`config.mk`:
```
export PLATFORM = sky130hd
export DESIGN_NAME = rounded_avg_decoder
export DESIGN_NICKNAME = d
export VERILOG_FILES = /design/src/rtl/rounded_avg_decoder.sv
export SDC_FILE = /design/constraint.sdc
export NUM_CORES = 1
export LEC_CHECK = 0
export BUFFER_PORTS_ARGS = -buffer_cell sky130_fd_sc_hd__buf_2
export CORE_ASPECT_RATIO = 0.9
export CORE_MARGIN = 2
export CORE_UTILIZATION = 40
export DETAILED_ROUTE_END_ITERATION = 10
export PLACE_DENSITY = 0.59
export SETUP_SLACK_MARGIN = 0.1
export SYNTH_ARGS = -nofsm -noshare
export SYNTH_HDL_FRONTEND = slang
export SYNTH_SLANG_ARGS = --single-unit
```
`constraint.sdc`:
```
create_clock -name clk -period 1.6 [get_ports clk]
set_input_delay 0.08 -clock clk [delete_from_list [all_inputs] [get_ports clk]]
set_output_delay 0.08 -clock clk [all_outputs]
set_load 0.005 [all_outputs]
```
`src/rtl/rounded_avg_decoder.sv`:
```
// rounded_avg_decoder: sums windows of 2^K accepted rounded codes to recover
// K extra bits of resolution; the window sum is the average with K fractional bits.
module rounded_avg_decoder #(
    parameter int unsigned W = 3,
    parameter int unsigned K = 2
) (
    input  logic             clk,
    input  logic             rst,
    input  logic             in_valid,
    input  logic [W-1:0]     in_data,
    output logic             in_ready,
    output logic             out_valid,
    output logic [W+K-1:0]   out_data,
    input  logic             out_ready,
    output logic             odd_err
);

    localparam int unsigned SW   = W + K;
    localparam int unsigned N    = 1 << K;
    localparam logic [K-1:0] LAST = K'(N - 1);

    typedef enum logic {
        ACCUM = 1'b0,
        HOLD  = 1'b1
    } state_t;

    state_t          state;
    state_t          state_nxt;
    logic [SW-1:0]   acc;
    logic [SW-1:0]   acc_nxt;
    logic [K-1:0]    cnt;
    logic [K-1:0]    cnt_nxt;
    logic            out_valid_nxt;
    logic [SW-1:0]   out_data_nxt;
    logic            odd_err_nxt;
    logic            in_acc;
    logic            out_acc;
    logic [SW-1:0]   sum;

    // In HOLD a new sample may only enter in the cycle the held result drains
    always_comb begin
        in_ready = (state == ACCUM) ? 1'b1 : out_ready;
    end

    // Handshake qualifiers and running window sum (max N*(2^W-1) fits SW bits)
    always_comb begin
        in_acc  = in_valid & in_ready;
        out_acc = out_valid & out_ready;
        sum     = acc + SW'(in_data);
    end

    // Next-state and next-output logic
    always_comb begin
        state_nxt     = state;
        acc_nxt       = acc;
        cnt_nxt       = cnt;
        out_valid_nxt = out_valid;
        out_data_nxt  = out_data;
        odd_err_nxt   = odd_err;

        if (in_acc && in_data[0]) begin
            odd_err_nxt = 1'b1;
        end

        case (state)
            ACCUM: begin
                if (in_acc) begin
                    if (cnt == LAST) begin
                        out_data_nxt  = sum;
                        acc_nxt       = '0;
                        cnt_nxt       = '0;
                        out_valid_nxt = 1'b1;
                        state_nxt     = HOLD;
                    end else begin
                        acc_nxt = sum;
                        cnt_nxt = cnt + K'(1);
                    end
                end
            end
            HOLD: begin
                if (out_acc) begin
                    out_valid_nxt = 1'b0;
                    state_nxt     = ACCUM;
                    // Draining cycle doubles as the first sample of the next window
                    if (in_acc) begin
                        acc_nxt = SW'(in_data);
                        cnt_nxt = K'(1);
                    end
                end
            end
            default: begin
                state_nxt     = ACCUM;
                out_valid_nxt = 1'b0;
            end
        endcase
    end

    // State and output registers with asynchronous reset
    always_ff @(posedge clk or posedge rst) begin
        if (rst) begin
            state     <= ACCUM;
            acc       <= '0;
            cnt       <= '0;
            out_valid <= 1'b0;
            out_data  <= '0;
            odd_err   <= 1'b0;
        end else begin
            state     <= state_nxt;
            acc       <= acc_nxt;
            cnt       <= cnt_nxt;
            out_valid <= out_valid_nxt;
            out_data  <= out_data_nxt;
            odd_err   <= odd_err_nxt;
        end
    end

endmodule

```
==> reports/qor.yml, run 1 <==
run_status:
  status: "completed"
drt:
  wl_per_cell_um: 12.5
  drc: 0
  vias_per_cell: 5.06
  drtIter0Drc: 10
  via_count: 587
  drt_wl_total_um: 1450
  ant_nets: 0
  drt_first_pass_iters: 4
final_layout:
  finalNonFillerCells: 116
  fin_area_um2: 916
  drive_gt1_share_pct: 34.8
  antennaDiodeCount: 0
  area_growth_pct: 21.4
  nets: 105
  seq_area_um2: 375
  num-fill-cells: 181
  multiInputGateArea_um2: 368
placement:
  post-place-ws_ns: 0.00793
  dp_cells: 109
  portBuffers: 14
  placed_cell_area_um2: 847
  gp_congestion: 0.734
  hpwl_um: 1060
floorplan:
  initial_core_util_pct: 44.0
  io_pins: 15
  die_x_um: 49.8
  die_height_um: 45.2
  dieArea_um2: 2250
  core-area_um2: 1720
  row_count: 14
critical_path:
  worstPathCellList: "ha_2 -> inv_2 -> fa_2 -> nor2b_2 -> o21ai_2 -> xor2_1 -> o21ai_1"
  critPathMaxStageDelay_ns: 0.36
  critPathTopFamily: "adder cells"
  cp_slowest_cell: "dfrtp_1"
  critical_path.max_fanout: 2
  worstPathArrival_ns: 1.67
  crit_type: "reg -> reg"
  end_kind: "flop"
  worstPathRequired_ns: 1.77
  startpoint_type: "flop"
  crit_buf_inv: 1
logic_synthesis:
  synth_cells: 72
  synthesis.area_um2: 754
  yosysSeqAreaShare_pct: 49.8
  synth_cell_types: 27
  synth.avg_cell_area_um2: 10.5
  synth_fp_nets: 84
  ys_ff_latch: 15
  synth-warning-count: 0
run:
  max_cap_viol_count: 0
sta:
  fin_crit_sh_pct: 93.8
  hold_viol: 0
  fin_ws_ns: 0.0984
  maxSlewViolCount: 0
  finalClockSkew_ns: 0.00185
  slew_headroom_pct: 63.1
  period_minus_slack_ns: 1.50
  rsz0062_at_grt: "yes"
  max_slew.worst_pin.slew_ns: 0.554
  setup_viol: 0
  fmax_mhz: 666
  whs_ns: 0.0645
  tns_ns: 0
grt:
  grt_max_degree: 16
  antenna_found_initial: 0
  grt.overflow.total: 0
  grt_pass1_vias: 597
  grt_pass1_wl_um: 2520
  grt_usage_pct: 16.2
power:
  vdd_drop_max_v: 0.000862
  p_leak_nw: 0.445
  p_comb_share_pct: 44.5
  p_sw_share_pct: 37.5
  pwr-share-seq_pct: 41.9
  power-per-cell-area_nw_per_um2: 1720
  pwr-share-clk_pct: 13.6
  p_sw_uw: 593
  p_int_uw: 987
clock_network:
  cts_tree: "yes"
  clk_latency_ns: 0.28
  cts-root-buf: "clkbuf_4"
  h-tree-depth: 1
  clk_path_buf_depth: 2
  clkTransAtPathRegs_ns: 0.08
  cts.sink_count: 15
  cts_made_buffers: 3
worst_hold_path:
  hp-class: "in -> reg"
[Yosys cell counts (all sizes together)]
cell type / instances / area [µm²]
a21o: 1 / 7.51
mux2: 1 / 11.3
nor2: 2 / 7.51
a221o: 1 / 10.0
xor2: 2 / 17.5
inv: 5 / 18.8
nand2: 13 / 58.8
a21oi: 5 / 25.0
buf: 1 / 7.51
a21bo: 1 / 10.0
o21ai: 9 / 45.0
or2b: 1 / 7.51
dfrtp: 15 / 375
a22o: 1 / 10.0
xnor2: 1 / 8.76
nor3: 1 / 5.00
nand2b: 2 / 15.0
ha: 4 / 50.1
nor2b: 2 / 20.0
a31o: 1 / 8.76
o221ai: 1 / 8.76
fa: 1 / 20.0
or3: 1 / 6.26
[cells in the final DEF (no fill, tap or decap), types with 2 or more instances in the layout]
cell type,instances
o21ai_1,4
dlygate4sd3_1,2
xor2_1,2
nand2_1,11
dfrtp_1,15
buf_2,14
inv_1,4
a21oi_1,4
nor2_1,2
clkbuf_4,3
o21ai_0,4
ha_1,3
[cells by family (layout without fill, tap and decap cells)]
family	count (synthesis)	after routing	share of synthesized area, %
and+or+nand+nor	22	22	15.9
DFF	15	15	49.8
adders and majority gates	5	5	9.29
buffers and inverters	6	26	3.48
AOI/OAI and AO/OA	20	20	16.6
muxes	1	1	1.49
xor gates and xnor gates	3	3	3.48
[layout make-up]
type                    count  area share, %
flip-flops and latches     15           41.0
multi-input cells          51           40.2
repair buffers             17           10.7
well taps                  24           3.28
clock buffers               4           2.87
inverters                   5           2.05
[registers in the layout (all words and copies together) (netlist names)]
| register | count |
|---|---|
| state | 1 |
| out_data | 5 |
| cnt | 2 |
| odd_err | 1 |
| out_valid | 1 |
| acc | 5 |
[layer usage]
| layer | track usage [%] | vias to the layer above | wire length, µm |
|---|---|---|---|
| met1 | 18.6 | 280 | 654 |
| met3 | 6.95 | 5 | 74 |
| li1 | - | 287 | - |
| met5 | 0 | - | 0 |
| met4 | 8.33 | 0 | 27 |
| met2 | 26.1 | 15 | 689 |
[through the flow]
stage | util [%] | power (mW)
2_1_floorplan | - | 1.13
4_1_cts | 52.8 | 1.57
3_5_place_dp | 49.3 | 1.32
5_1_grt | 53.4 | 1.74
6_report | 53.4 | 1.58
3_3_place_gp | 49.3 | 1.29
[path summary, 6_finish.rpt]
kind	start	endpoint	slack [ns]	cells past startpoint
max	acc[0]$_DFFE_PP0P_	acc[4]$_DFFE_PP0P_	0.1	7
min	in_data[0]	odd_err$_DFFE_PP0P_	0.06	2
max reg2reg	acc[0]$_DFFE_PP0P_	acc[4]$_DFFE_PP0P_	0.1	7
min reg2reg	odd_err$_DFFE_PP0P_	odd_err$_DFFE_PP0P_	0.47	1
max in group asynchronous	rst	out_data[2]$_DFFE_PP0P_	0.85	3
min in group asynchronous	rst	acc[0]$_DFFE_PP0P_	0.39	3
[power by group through the flow]
stage | Combinational (mW) | Clock [mW] | Sequential [mW]
floorplan | 0.495 | 0 | 0.632
global placement | 0.633 | 0 | 0.662
detailed placement | 0.647 | 0 | 0.668
CTS | 0.686 | 0.226 | 0.662
global route | 0.806 | 0.245 | 0.689
finish | 0.703 | 0.214 | 0.662
[repair_timing]
action	CTS	global route
endpoints found under the setup margin	3	5
hold buffers	2	0
hold endpoints to repair	16	0
pin swaps	1	4
gates resized for setup	5	6
gates cloned	0	0
buffers inserted	1	0
(Power assumes the default switching activity.)
==> inputs of run 2 (changes only) <==
--- a/config.mk
+++ b/config.mk
@@ -6,11 +6,13 @@
 export NUM_CORES = 1
 export LEC_CHECK = 0
 export BUFFER_PORTS_ARGS = -buffer_cell sky130_fd_sc_hd__buf_2
+export CELL_PAD_IN_SITES_DETAIL_PLACEMENT = 0
+export CELL_PAD_IN_SITES_GLOBAL_PLACEMENT = 2
 export CORE_ASPECT_RATIO = 0.9
 export CORE_MARGIN = 2
-export CORE_UTILIZATION = 40
+export CORE_UTILIZATION = 32
 export DETAILED_ROUTE_END_ITERATION = 10
-export PLACE_DENSITY = 0.59
+export PLACE_DENSITY = 0.72
 export SETUP_SLACK_MARGIN = 0.1
 export SYNTH_ARGS = -nofsm -noshare
 export SYNTH_HDL_FRONTEND = slang
==> run 2 against run 1 <==
  * Routed wire length grew 2.1%
  * Clock skew is essentially flat
  * First-iteration DRC count shrank 20%
  * Combinational power is essentially flat
  * Critical path type unchanged
  * Critical endpoint is now acc[2]$_DFFE_PP0P_
  * Largest power group unchanged
==> reports/qor.yml, run 2 (synthesis results as in run 1) <==
run_status:
  status: "completed"
critical_path:
  end_kind: "flop"
  worstPathCellList: "ha_2 -> inv_1 -> fa_2 -> xor2_1 -> nor3_1 -> a21oi_1 -> o21ai_1"
  worstPathRequired_ns: 1.82  # +0.05 ns
  critPathMaxStageDelay_ns: 0.36  # about the same
  startpoint_type: "flop"
  crit_type: "reg -> reg"
  crit_buf_inv: 1  # unchanged
  critical_path.max_fanout: 2  # unchanged
  cp_slowest_cell: "dfrtp_1"
  worstPathArrival_ns: 1.74  # +0.07 ns
  critPathTopFamily: "adder cells"
power:
  p_leak_nw: 0.446  # +0.38%
  pwr-share-clk_pct: 14.1  # +0.5 points
  p_sw_share_pct: 37.9  # +0.32 points
  vdd_drop_max_v: 0.000998  # +16%
  pwr-share-seq_pct: 41.6  # -0.3 points
  p_comb_share_pct: 44.3  # -0.2 points
  p_int_uw: 985  # -0.21%
  power-per-cell-area_nw_per_um2: 1730  # +0.44%
  p_sw_uw: 600  # +1.2%
clock_network:
  cts_made_buffers: 3  # unchanged
  clk_latency_ns: 0.29  # about the same
  postCtsSetupRepairBufs: 0  # -1
  cts_tree: "yes"
  clk_path_buf_depth: 2  # unchanged
  cts.sink_count: 15  # unchanged
  cts-root-buf: "clkbuf_4"
  clkTransAtPathRegs_ns: 0.09  # about the same
  h-tree-depth: 1  # unchanged
drt:
  via_count: 553  # -5.8%
  ant_nets: 0  # unchanged
  wl_per_cell_um: 12.4  # -0.43%
  drtIter0Drc: 8  # -2
  drc: 0  # unchanged
  drt_first_pass_iters: 4  # unchanged
  drt_wl_total_um: 1480  # +2.1%
  vias_per_cell: 4.65  # -8.2%
sta:
  finalClockSkew_ns: 0.00164  # -0.000215 ns
  max_slew.worst_pin.slew_ns: 0.594  # +0.0408 ns
  slew_headroom_pct: 60.3  # -2.7 points
  period_minus_slack_ns: 1.52  # +0.0170 ns
  fin_crit_sh_pct: 94.9  # +1.1 points
  hold_viol: 0  # unchanged
  fin_ws_ns: 0.0814  # -0.0170 ns
  whs_ns: 0.0597  # -0.00481 ns
  rsz0062_at_grt: "yes"
  fmax_mhz: 659  # -1.1%
  setup_viol: 0  # unchanged
  maxSlewViolCount: 0  # unchanged
placement:
  gp_congestion: 0.710  # -3.3%
  hpwl_um: 1080  # +1.6%
  portBuffers: 14  # unchanged
  post-place-ws_ns: 0.0350  # +0.0271 ns
final_layout:
  nets: 105  # unchanged
  reg_top3: "acc x5, out_data x5, cnt x2"
  area_growth_pct: 21.2
  antennaDiodeCount: 0  # unchanged
  layout.cells.most_common_list: "dfrtp_1 (15), buf_2 (14), nand2_1 (11)"
  final_common_cell: "dfrtp_1"
  drive_gt1_share_pct: 32.6  # -2.2 points
floorplan:
  initial_core_util_pct: 34.3  # -9.7 points
  row_count: 16  # +2
  io_pins: 15  # unchanged
  dieArea_um2: 2760  # +23%
  core-area_um2: 2200  # +28%
  die_height_um: 50.1  # +11%
  die_x_um: 55.2  # +11%
grt:
  antenna_found_initial: 0  # unchanged
  grt_pass1_vias: 539  # -9.7%
  grt_usage_pct: 14.2  # -1.9 points
  grt_pass1_wl_um: 2710  # +7.7%
  grt.overflow.total: 0  # unchanged
  grt_max_degree: 16  # unchanged
run:
  max_cap_viol_count: 0  # unchanged
worst_hold_path:
  hp-class: "in -> reg"
run 2: layout make-up:
type                            instances  area (µm²)
Clock inverter                          1        5.00
Tap cell                               27        33.8
Multi-Input combinational cell         51         362
Sequential cell                        15         375
Fill cell                             223        1290
Timing Repair Buffer                   17        97.6
Clock buffer                            3        22.5
Inverter                                5        18.8
run 2: timing repair:
item / 4_1_cts / 5_1_grt
hold buffers: 2 / 0
gates resized for setup: 3 / 4
setup endpoints to repair: 4 / 6
endpoints found under the hold margin: 16 / 0
run 2: metrics by stage:
stage                     utilization (%)  std cells  power [mW]  setup TNS, ns  instance area (µm²)
after floorplan                         -         72        1.13              0                  754
after global placement               39.0        113        1.34              0                  858
after detailed placement             39.0        113        1.35              0                  858
after CTS                            41.3        119        1.60              0                  908
after global routing                 41.5        119        1.79         -0.101                  915
final                                41.5        119        1.58              0                  915
run 2: worst paths after layout:
path,startpoint,endpoint,slack (ns),cells past startpoint
worst max register to register,acc[0]$_DFFE_PP0P_,acc[2]$_DFFE_PP0P_,0.08,7
max in group asynchronous,rst,state$_DFF_PP0_,0.83,3
min in group asynchronous,rst,out_data[1]$_DFFE_PP0P_,0.39,3
worst min-delay path,in_data[0],odd_err$_DFFE_PP0P_,0.06,2
worst min register to register,out_data[3]$_DFFE_PP0P_,out_data[3]$_DFFE_PP0P_,0.48,2
worst max-delay path,acc[0]$_DFFE_PP0P_,acc[2]$_DFFE_PP0P_,0.08,7
run 2: worst register-to-register path, stage by stage (launching register included):
cell and delay [ns]:
dfrtp_1 0.36, ha_2 0.17, inv_1 0.05, fa_2 0.34, xor2_1 0.16, nor3_1 0.17
a21oi_1 0.06, o21ai_1 0.13
run 2: routing by layer:
metal	global-route usage (%)	part of all wire (%)	routed length, µm
met2	19.6	41	603
met5	0	0	0
met1	20.1	53	789
met3	6.36	4.5	67
met4	3.66	1.0	15
run 2: power by group through the flow:
| stage | registers (mW) | logic [mW] | clock network [mW] |
|---|---|---|---|
| 2_1_floorplan | 0.632 | 0.495 | 0 |
| 3_3_place_gp | 0.665 | 0.680 | 0 |
| 3_5_place_dp | 0.668 | 0.678 | 0 |
| 4_1_cts | 0.660 | 0.696 | 0.240 |
| 5_1_grt | 0.690 | 0.830 | 0.267 |
| 6_report | 0.659 | 0.702 | 0.223 |
==> inputs of run 3 (changes only) <==
--- a/config.mk
+++ b/config.mk
@@ -13,7 +13,7 @@
 export CORE_UTILIZATION = 32
 export DETAILED_ROUTE_END_ITERATION = 10
 export PLACE_DENSITY = 0.72
-export SETUP_SLACK_MARGIN = 0.1
+export SETUP_SLACK_MARGIN = 0.15
 export SYNTH_ARGS = -nofsm -noshare
 export SYNTH_HDL_FRONTEND = slang
 export SYNTH_SLANG_ARGS = --single-unit
==> run 3 against run 2 <==
  * Hold slack better by 0.012 ns
  * Sequential power about the same
  * Final cell count grew 0.84%
  * Clock skew is 0.0044 ns higher
  * Die area unchanged
  * Fmax decreased by 1.1%
  * Global-route usage is 0.79 points lower
  * Routed wire length fell by 0.41%
  * Utilization increased by 0.45 points
  * Sequential share of layout area shrank 0.44 points
  * Critical path type unchanged
==> reports/qor.yml, run 3 (synthesis results as in run 1) <==
run_status:
  status: "completed"
power:
  pwr-share-clk_pct: 13.6  # -0.5 points
  p_int_uw: 991  # +0.70%
  pwr-share-seq_pct: 41.5  # about the same
  power-per-cell-area_nw_per_um2: 1720  # -0.82%
  p_comb_share_pct: 44.8  # +0.5 points
  p_sw_uw: 597  # -0.45%
  p_sw_share_pct: 37.6  # -0.27 points
  vdd_drop_max_v: 0.000716  # -28%
  p_leak_nw: 0.449  # +0.49%
  p_total_mw: 1.59  # +0.26%
final_layout:
  final_common_cell: "dfrtp_1"
  layout.cells.most_common_list: "dfrtp_1 (15), buf_2 (14), nand2_1 (11)"
  num-fill-cells: 233  # +4.5%
  drive_gt1_share_pct: 34.4  # +1.8 points
  nets: 106  # +0.95%
  fin_area_um2: 925  # +1.1%
  final_core_util_pct: 42.0  # +0.45 points
  antennaDiodeCount: 0  # unchanged
  seq_area_um2: 375  # unchanged
  reg_top3: "acc x5, out_data x5, cnt x2"
  multiInputGateArea_um2: 365  # +1.0%
  area_growth_pct: 22.6
placement:
  hpwl_um: 1100  # +2.7%
  placed_cell_area_um2: 853  # -0.58%
  post-place-ws_ns: 0.0808  # +0.0457 ns
  gp_congestion: 0.699  # -1.6%
  portBuffers: 14  # unchanged
sta:
  fin_ws_ns: 0.0640  # -0.0174 ns
  period_minus_slack_ns: 1.54  # +0.0174 ns
  finalClockSkew_ns: 0.00600  # +0.00436 ns
  maxSlewViolCount: 0  # unchanged
  rsz0062_at_grt: "yes"
  hold_viol: 0  # unchanged
  fin_crit_sh_pct: 96.0  # +1.1 points
  max_slew.worst_pin.slew_ns: 0.591  # -0.00337 ns
  slew_headroom_pct: 60.6  # +0.22 points
  setup_viol: 0  # unchanged
  fmax_mhz: 651  # -1.1%
clock_network:
  clk_path_buf_depth: 2  # unchanged
  cts.sink_count: 15  # unchanged
  h-tree-depth: 1  # unchanged
  clkTransAtPathRegs_ns: 0.09  # about the same
  cts_tree: "yes"
  cts-root-buf: "clkbuf_4"
  clk_latency_ns: 0.28  # about the same
  cts_made_buffers: 3  # unchanged
grt:
  grt_pass1_vias: 594  # +10%
  grt_max_degree: 16  # unchanged
  grt.overflow.total: 0  # unchanged
  grt_usage_pct: 13.5  # -0.79 points
  antenna_found_initial: 0  # unchanged
  grt_pass1_wl_um: 2620  # -3.5%
drt:
  drt_wl_total_um: 1470  # -0.41%
  drtIter0Drc: 5  # -3
  wl_per_cell_um: 12.3  # -1.2%
  via_count: 566  # +2.4%
  drc: 0  # unchanged
  drt_first_pass_iters: 4  # unchanged
  ant_nets: 0  # unchanged
  vias_per_cell: 4.72  # +1.5%
floorplan:
  dieArea_um2: 2760  # unchanged
  row_count: 16  # unchanged
  initial_core_util_pct: 34.3  # unchanged
  core-area_um2: 2200  # unchanged
  die_x_um: 55.2  # unchanged
  io_pins: 15  # unchanged
  die_height_um: 50.1  # unchanged
critical_path:
  critPathMaxStageDelay_ns: 0.37  # about the same
  worstPathCellList: "ha_2 -> inv_2 -> fa_2 -> nor2b_1 -> o21ai_1 -> xor2_1 -> o21ai_1"
  worstPathRequired_ns: 1.77  # -0.05 ns
  cp_slowest_cell: "dfrtp_1"
  crit_type: "reg -> reg"
  critical_path.max_fanout: 2  # unchanged
  startpoint_type: "flop"
  end_kind: "flop"
  worstPathArrival_ns: 1.70  # -0.04 ns
  regToRegSetupSlack_ns: 0.06  # -0.02 ns
  crit_top_cell: "o21ai_1"
worst_hold_path:
  hp-class: "in -> reg"
run:
  max_cap_viol_count: 0  # unchanged
==> run 3: routing by layer <==
metal | GRT usage [%] | wire (µm) | vias to the layer above
li1 | - | - | 289
met1 | 17.8 | 703 | 266
met2 | 19.4 | 683 | 9
met3 | 5.45 | 68 | 2
met4 | 4.88 | 15 | 0
met5 | 0 | 0 | -
==> run 3: final timing paths <==
path / startpoint / to / depth (start not counted)
worst max-delay path: acc[0]$_DFFE_PP0P_ / out_data[4]$_DFFE_PP0P_ / 7
worst min-delay path: in_data[0] / odd_err$_DFFE_PP0P_ / 2
worst max register to register: acc[0]$_DFFE_PP0P_ / out_data[4]$_DFFE_PP0P_ / 7
worst min register to register: odd_err$_DFFE_PP0P_ / odd_err$_DFFE_PP0P_ / 1
max in group asynchronous: rst / cnt[1]$_DFFE_PP0P_ / 3
min in group asynchronous: rst / out_data[0]$_DFFE_PP0P_ / 3
==> run 3: timing repair <==
action	in CTS	in global routing
resized for setup	4	6
endpoints found under the setup margin	5	6
hold buffers	2	0
setup buffers	1	1
pin swaps	1	4
hold endpoints to repair	16	0
==> run 3: through the flow <==
step / setup TNS, ns / hold WS, ns / cells
2_1_floorplan: 0 / -0.0185 / 72
3_3_place_gp: 0 / 0.185 / 112
3_5_place_dp: 0 / 0.175 / 112
4_1_cts: 0 / 0.0579 / 119
5_1_grt: -0.0626 / 0.0590 / 120
6_report: 0 / 0.0719 / 120
==> run 3: final cells by class <==
type / count / share of cell area (%)
Sequential cell: 15 / 40.6
Multi-Input combinational cell: 51 / 39.5
Tap cell: 27 / 3.65
Inverter: 5 / 2.03
Clock buffer: 4 / 2.84
Timing Repair Buffer: 18 / 11.4
==> run 3: power groups by stage <==
| stage | clock, mW | combinational (mW) | sequential, mW |
|---|---|---|---|
| floorplan | 0 | 0.499 | 0.632 |
| global route | 0.250 | 0.826 | 0.689 |
| finish | 0.217 | 0.712 | 0.660 |
| CTS | 0.228 | 0.696 | 0.659 |
| global placement | 0 | 0.653 | 0.663 |
| detailed placement | 0 | 0.652 | 0.670 |
==> run 3: worst max-delay path: cells and delay by family (launching register included) <==
| family | cells | cell delay, ns |
|---|---|---|
| fa+ha+maj | 2 | 0.53 |
| flops | 1 | 0.37 |
| xor+xnor | 1 | 0.20 |
| compound gates | 2 | 0.17 |
| simple gates | 1 | 0.12 |
| buf+inv | 1 | 0.04 |
